## config.mk

```make
export PLATFORM = sky130hd
export DESIGN_NAME = scr1_imem_opc_monitor
export DESIGN_NICKNAME = d
export VERILOG_FILES = /design/src/rtl/scr1_imem_opc_monitor.sv
export SDC_FILE = /design/constraint.sdc
export NUM_CORES = 1
export LEC_CHECK = 0
export BUFFER_PORTS_ARGS = -buffer_cell sky130_fd_sc_hd__buf_2
export CORE_UTILIZATION = 50
export CTS_CLUSTER_SIZE = 20
export DETAILED_ROUTE_END_ITERATION = 8
export PLACE_DENSITY = 0.71
export SLEW_MARGIN = 40
export SYNTH_ARGS = -nofsm -noshare
export SYNTH_HDL_FRONTEND = slang
export SYNTH_SLANG_ARGS = --single-unit
```

## constraint.sdc

```tcl
create_clock -name clk -period 2.55 [get_ports clk]
set_input_delay 0.51 -clock clk [delete_from_list [all_inputs] [get_ports clk]]
set_output_delay 0.51 -clock clk [all_outputs]
set_load 0.01 [all_outputs]
```

## src/rtl/scr1_imem_opc_monitor.sv

```systemverilog
// IMEM response opcode monitor: matched {pc, instr} fetches are queued in a small FIFO for a trace reader.
// Optional per-entry cycle timestamp when SCR1_OPCMON_TIMESTAMP_EN is defined (rd_ts port present only then).
module scr1_imem_opc_monitor #(
    parameter int DEPTH = 8,
    parameter int CNT_W = 32
) (
    input  logic                     clk,
    input  logic                     rst_n,
    input  logic [1:0]               imem_resp,
    input  logic [31:0]              imem_rdata,
    input  logic [31:0]              curr_pc,
    input  logic                     cfg_en,
    input  logic [6:0]               cfg_opcode,
    input  logic [2:0]               cfg_funct3,
    input  logic                     cfg_f3_chk,
    input  logic                     clr,
    input  logic                     rd_req,
    output logic                     rd_vld,
    output logic [31:0]              rd_pc,
    output logic [31:0]              rd_instr,
`ifdef SCR1_OPCMON_TIMESTAMP_EN
    output logic [31:0]              rd_ts,
`endif
    output logic [$clog2(DEPTH):0]   level,
    output logic [CNT_W-1:0]         match_cnt,
    output logic                     ovf
);

    localparam int AW = $clog2(DEPTH);
    localparam int LW = AW + 1;

    logic [AW-1:0]    r_wptr;
    logic [AW-1:0]    r_rptr;
    logic [LW-1:0]    r_level;
    logic [CNT_W-1:0] r_cnt;
    logic             r_ovf;
    logic [31:0]      r_pc_mem    [DEPTH];
    logic [31:0]      r_instr_mem [DEPTH];

    logic w_match;
    logic w_full;
    logic w_vld;
    logic w_pop;
    logic w_push;
    logic w_drop;

    assign w_match = cfg_en & (imem_resp == 2'b01) & (imem_rdata[6:0] == cfg_opcode)
                   & (~cfg_f3_chk | (imem_rdata[14:12] == cfg_funct3));
    assign w_full  = (r_level == LW'(DEPTH));
    assign w_vld   = (r_level != '0);
    assign w_pop   = rd_req & w_vld;
    // A pop in the same cycle frees the slot, so a full FIFO still accepts the push.
    assign w_push  = w_match & (~w_full | w_pop);
    assign w_drop  = w_match & w_full & ~w_pop;

    always_ff @(posedge clk or negedge rst_n) begin
        if (!rst_n) begin
            r_wptr  <= '0;
            r_rptr  <= '0;
            r_level <= '0;
        end else if (clr) begin
            r_wptr  <= '0;
            r_rptr  <= '0;
            r_level <= '0;
        end else begin
            if (w_push) r_wptr <= r_wptr + AW'(1);
            if (w_pop)  r_rptr <= r_rptr + AW'(1);
            case ({w_push, w_pop})
                2'b10:   r_level <= r_level + LW'(1);
                2'b01:   r_level <= r_level - LW'(1);
                default: r_level <= r_level;
            endcase
        end
    end

    always_ff @(posedge clk or negedge rst_n) begin
        if (!rst_n) begin
            for (int i = 0; i < DEPTH; i++) begin
                r_pc_mem[i]    <= '0;
                r_instr_mem[i] <= '0;
            end
        end else if (w_push && !clr) begin
            r_pc_mem[r_wptr]    <= curr_pc;
            r_instr_mem[r_wptr] <= imem_rdata;
        end
    end

    always_ff @(posedge clk or negedge rst_n) begin
        if (!rst_n) begin
            r_cnt <= '0;
            r_ovf <= 1'b0;
        end else if (clr) begin
            r_cnt <= '0;
            r_ovf <= 1'b0;
        end else begin
            if (w_match && (r_cnt != '1)) r_cnt <= r_cnt + CNT_W'(1);
            if (w_drop)                    r_ovf <= 1'b1;
        end
    end

`ifdef SCR1_OPCMON_TIMESTAMP_EN
    logic [31:0] r_ts_cnt;
    logic [31:0] r_ts_mem [DEPTH];

    always_ff @(posedge clk or negedge rst_n) begin
        if (!rst_n) begin
            r_ts_cnt <= '0;
            for (int i = 0; i < DEPTH; i++) r_ts_mem[i] <= '0;
        end else begin
            r_ts_cnt <= r_ts_cnt + 32'd1;
            if (w_push && !clr) r_ts_mem[r_wptr] <= r_ts_cnt;
        end
    end

    assign rd_ts = w_vld ? r_ts_mem[r_rptr] : '0;
`endif

    assign rd_vld    = w_vld;
    assign rd_pc     = w_vld ? r_pc_mem[r_rptr]    : '0;
    assign rd_instr  = w_vld ? r_instr_mem[r_rptr] : '0;
    assign level     = r_level;
    assign match_cnt = r_cnt;
    assign ovf       = r_ovf;

endmodule
```

==> metrics.log <==
[metrics] Max Buffers Root-to-Sink: 3
[metrics] number of hold violations in the final report: 0
[metrics] area of the mapped netlist: 0.0258 sq mm
[metrics] number of endpoints failing setup at the final stage: 64
[metrics] number of pins with negative max-slew slack in the final report: 0
[metrics] asr flop ratio synth: 1.00
[metrics] Bufs and invs on worst path: 4
[metrics] Endpoint, Worst Hold: r_instr_mem[37]
[metrics] source of the critical timing path: r_rptr[0]
[metrics] count of routing violations after the opening detailed-route iteration: 936
[metrics] failing checks: setup timing
[metrics] via count of the routed design: 15302
[metrics] top-level I/O count: 184
[metrics] number of enable flip-flop cells after synthesis: 0
[metrics] clock-pin slew on the worst setup and hold paths: 0.06 ns
[metrics] dominant cell type by count on the critical path: buf_12
[metrics] TritonRoute pass-1 iters: 4
[metrics] WHS Path Cells: 2
[metrics] top cell family by delay on the critical path: multiplexers
[metrics] Die Outline Area: 0.0525 sq mm
[metrics] root buffer selected by CTS: clkbuf_16
[metrics] Crit path required time: 2.04 ns
[metrics] maximum resistive drop on vdd: 486 uV
[metrics] maximum number of pins on one net before global-route repair: 77
[metrics] initial cell density of the core: 0.510
[metrics] highest-count cells in the layout ignoring fill and taps: dfrtp_1 (552), mux2_2 (413), buf_2 (180)
[metrics] total overflow reported by the global router: 0
[metrics] FF+latch count, synth: 555
[metrics] most common cell after layout, fill and taps aside: dfrtp_1
[metrics] aggregate negative setup slack: -20.68 ns
[metrics] area growth from synthesis to layout: 19.8%
[metrics] Post-synth top flop: dfrtp_1
[metrics] power per unit of standard cell area: 586 mW/mm^2
[metrics] overall routing resource usage: 0.238
[metrics] beginning of the worst hold path: imem_rdata[5]
[metrics] gp weighted congestion: 0.846
[metrics] final std cell area, no fill: 0.0309 sq mm
[metrics] number of port buffers: 183
[metrics] post-synth cell types: 53
[metrics] Final Power: between 0.015 and 0.02 W
[metrics] count of filler cells inserted in the layout: 3740
[metrics] slowest library cell on the worst path: mux4_2
[metrics] delay of the slowest cell on the worst path: 0.51 ns
[metrics] min-delay worst type: input pin to flop
[metrics] first-pass GRT wire length: 97.4 mm
[metrics] area of combinational cells with multiple inputs: between 0.01 and 0.015 sq mm
[metrics] crit path max fanout: 8
[metrics] length in cells of the worst reg-to-reg path: 9
[metrics] clock buffers created by TritonCTS: 56
[metrics] leakage power of the design: 14.9 nW
[metrics] Worst Path Arrival: 2.43 ns
[metrics] endpoint of the lowest-slack register-to-register path: level[3]
[metrics] Worst R2R Setup Slack: 0.20 ns
[metrics] worst clock skew: a little under 0.02 ns
[metrics] minimum setup slack in the final design: -0.387 ns
[metrics] Max-Slew Margin vs Limit: 0.482
[metrics] final worst path period share: 1.15
[metrics] Clock Latency Late Sink: 0.61 ns
[metrics] number of cell rows: 82
[metrics] crit path kind: flop to output pin
[metrics] synthesized netlist cell count: around 1700
[metrics] TritonCTS clock tree: done
[metrics] final wirelength: 60.7 mm
[metrics] vertical extent of the die: 229 um
[metrics] actual transition at the worst max-transition pin: 0.778 ns
[metrics] sort of element at the end of the critical path: output pin
[metrics] area post-placement: between 0.02 and 0.03 sq mm
[metrics] antenna violation net count after detailed routing: 0
[metrics] portion of the post-synthesis area used by sequential elements: 0.538
[metrics] detail-routed net length per standard cell: between 20 and 25 um
[metrics] RR Startpoint: level[1]
[metrics] via-per-instance ratio: 5.76
[metrics] RSZ-0062 raised after global routing: yes
[metrics] register area: 0.0139 sq mm
[metrics] drc violations: 0
[metrics] number of global-route vias before repair: roughly 17000
[metrics] Total Nets Final: around 2000
[metrics] TritonCTS sink count: 555
[metrics] run status: finished with violations
[metrics] Chip Width: 229 um
[metrics] number of levels in the clock H-tree: 2
[metrics] number of antenna violations at the first check in global routing: 6
[metrics] ordered cell list for the critical path: buf_12 > buf_12 > buf_12 > mux4_2 > mux2i_1 > nor2_1 > buf_2
[metrics] floorplan core area: 0.0506 sq mm
[metrics] peak clock frequency supported by timing: 340 MHz
[metrics] fraction of layout instances using a drive strength above 1: 0.528
[metrics] worst hold slack: slightly above 0.2 ns
[metrics] number of max-cap violations: 0
[metrics] critical path startpoint category: flop
[metrics] Mean Syn Cell Area: approximately 15 sq um
[metrics] nets in the synthesized netlist: 1767
[metrics] placed wire-length estimate: 37.4 mm
[metrics] Syn. warnings: 0
[metrics] post-layout min period: just under 3 ns
-- through the flow --
| stage | cells | util | setup slack (ns) |
|---|---|---|---|
| 5_1_grt | 2656 | 0.611 | -0.475 |
| 3_3_place_gp | 2531 | 0.563 | -0.296 |
| 2_1_floorplan | 1680 | - | -0.210 |
| 3_5_place_dp | 2531 | 0.563 | -0.289 |
| 4_1_cts | 2652 | 0.610 | -0.451 |
| 6_report | 2656 | 0.611 | -0.387 |
-- Yosys cell counts (7+ instances only) --
cell type    n  area share
nor3_1      16      0.0031
nand2_1     15      0.0022
mux4_2     128        0.11
mux2i_1     65       0.025
buf_1       32      0.0047
mux2_4      60       0.035
o21ai_0      7      0.0014
clkbuf_1    37      0.0054
buf_2       29      0.0056
mux2_2     413        0.18
dfrtp_1    555        0.54
nor4_1      10      0.0024
nand3_1     15      0.0029
nand4_1     14      0.0034
mux2_1      42       0.018
nor2_1     105       0.015
and3_1       7      0.0017
buf_4        7      0.0020
xor2_1      16      0.0054
xnor2_1     22      0.0075
buf_6       14      0.0061
a21oi_1     11      0.0021
-- per-layer routing --
metal	track usage	wire [um]
met2	0.390	30200
met3	0.0369	2410
met5	0	34
met4	0.0746	1530
met1	0.327	26600
-- layout make-up --
class | count | share of cell area
diodes | 2 | 0.000162
clock buffers | 89 | 0.0562
clock inverters | 13 | 0.00591
inverters | 6 | 0.000729
multi-input cells | 999 | 0.369
flip-flops and latches | 555 | 0.450
well taps | 672 | 0.0272
repair buffers | 320 | 0.0907
-- where the power goes --
part | internal [W] | leakage, nW | switching [W] | total, W
registers | 0.00882 | 7.75 | 0.0000105 | 0.00883
clock network | 0.00505 | 0.945 | 0.00345 | 0.00850
logic | 0.000285 | 6.18 | 0.000489 | 0.000774
total | 0.0142 | 14.9 | 0.00394 | 0.0181
-- worst max path at each step --
stage / cells past startpoint / slack (ns) / end
6_report: 7 / -0.39 / rd_pc[17]
5_1_grt: 7 / -0.47 / rd_pc[25]
4_1_cts: 7 / -0.45 / rd_instr[6]
3_5_place_dp: 10 / -0.29 / level[3]
3_3_place_gp: 10 / -0.30 / level[3]
2_1_floorplan: 11 / -0.21 / level[3]
-- flip-flops by register name (all words and copies together) (netlist names) --
signal	flops
level	4
r_rptr	3
r_wptr	3
r_instr_mem	256
r_pc_mem	256
ovf	1
match_cnt	32
-- kinds of logic (layout without fill, tap and decap cells) --
logic type               Yosys count  count (layout)  synth area share
flip-flops                       555             555             0.538
adder cells (fa/ha/maj)            5               5           0.00242
AO/OA/AOI/OAI                     28              28           0.00654
buffers and inverters            126             428            0.0249
XOR/XNOR                          38              38            0.0129
multiplexers                     708             708             0.370
other                              0               2                 0
AND/OR/NAND/NOR                  220             220            0.0448
-- repair_timing --
action	in CTS	in global routing
setup endpoints to repair	64	66
setup buffers	9	7
resized for setup	30	28
gates cloned	9	2
hold buffers	1	0
pin swaps	5	18
endpoints found under the hold margin	59	0
No activity file was read; power rests on OpenSTA's default activity.
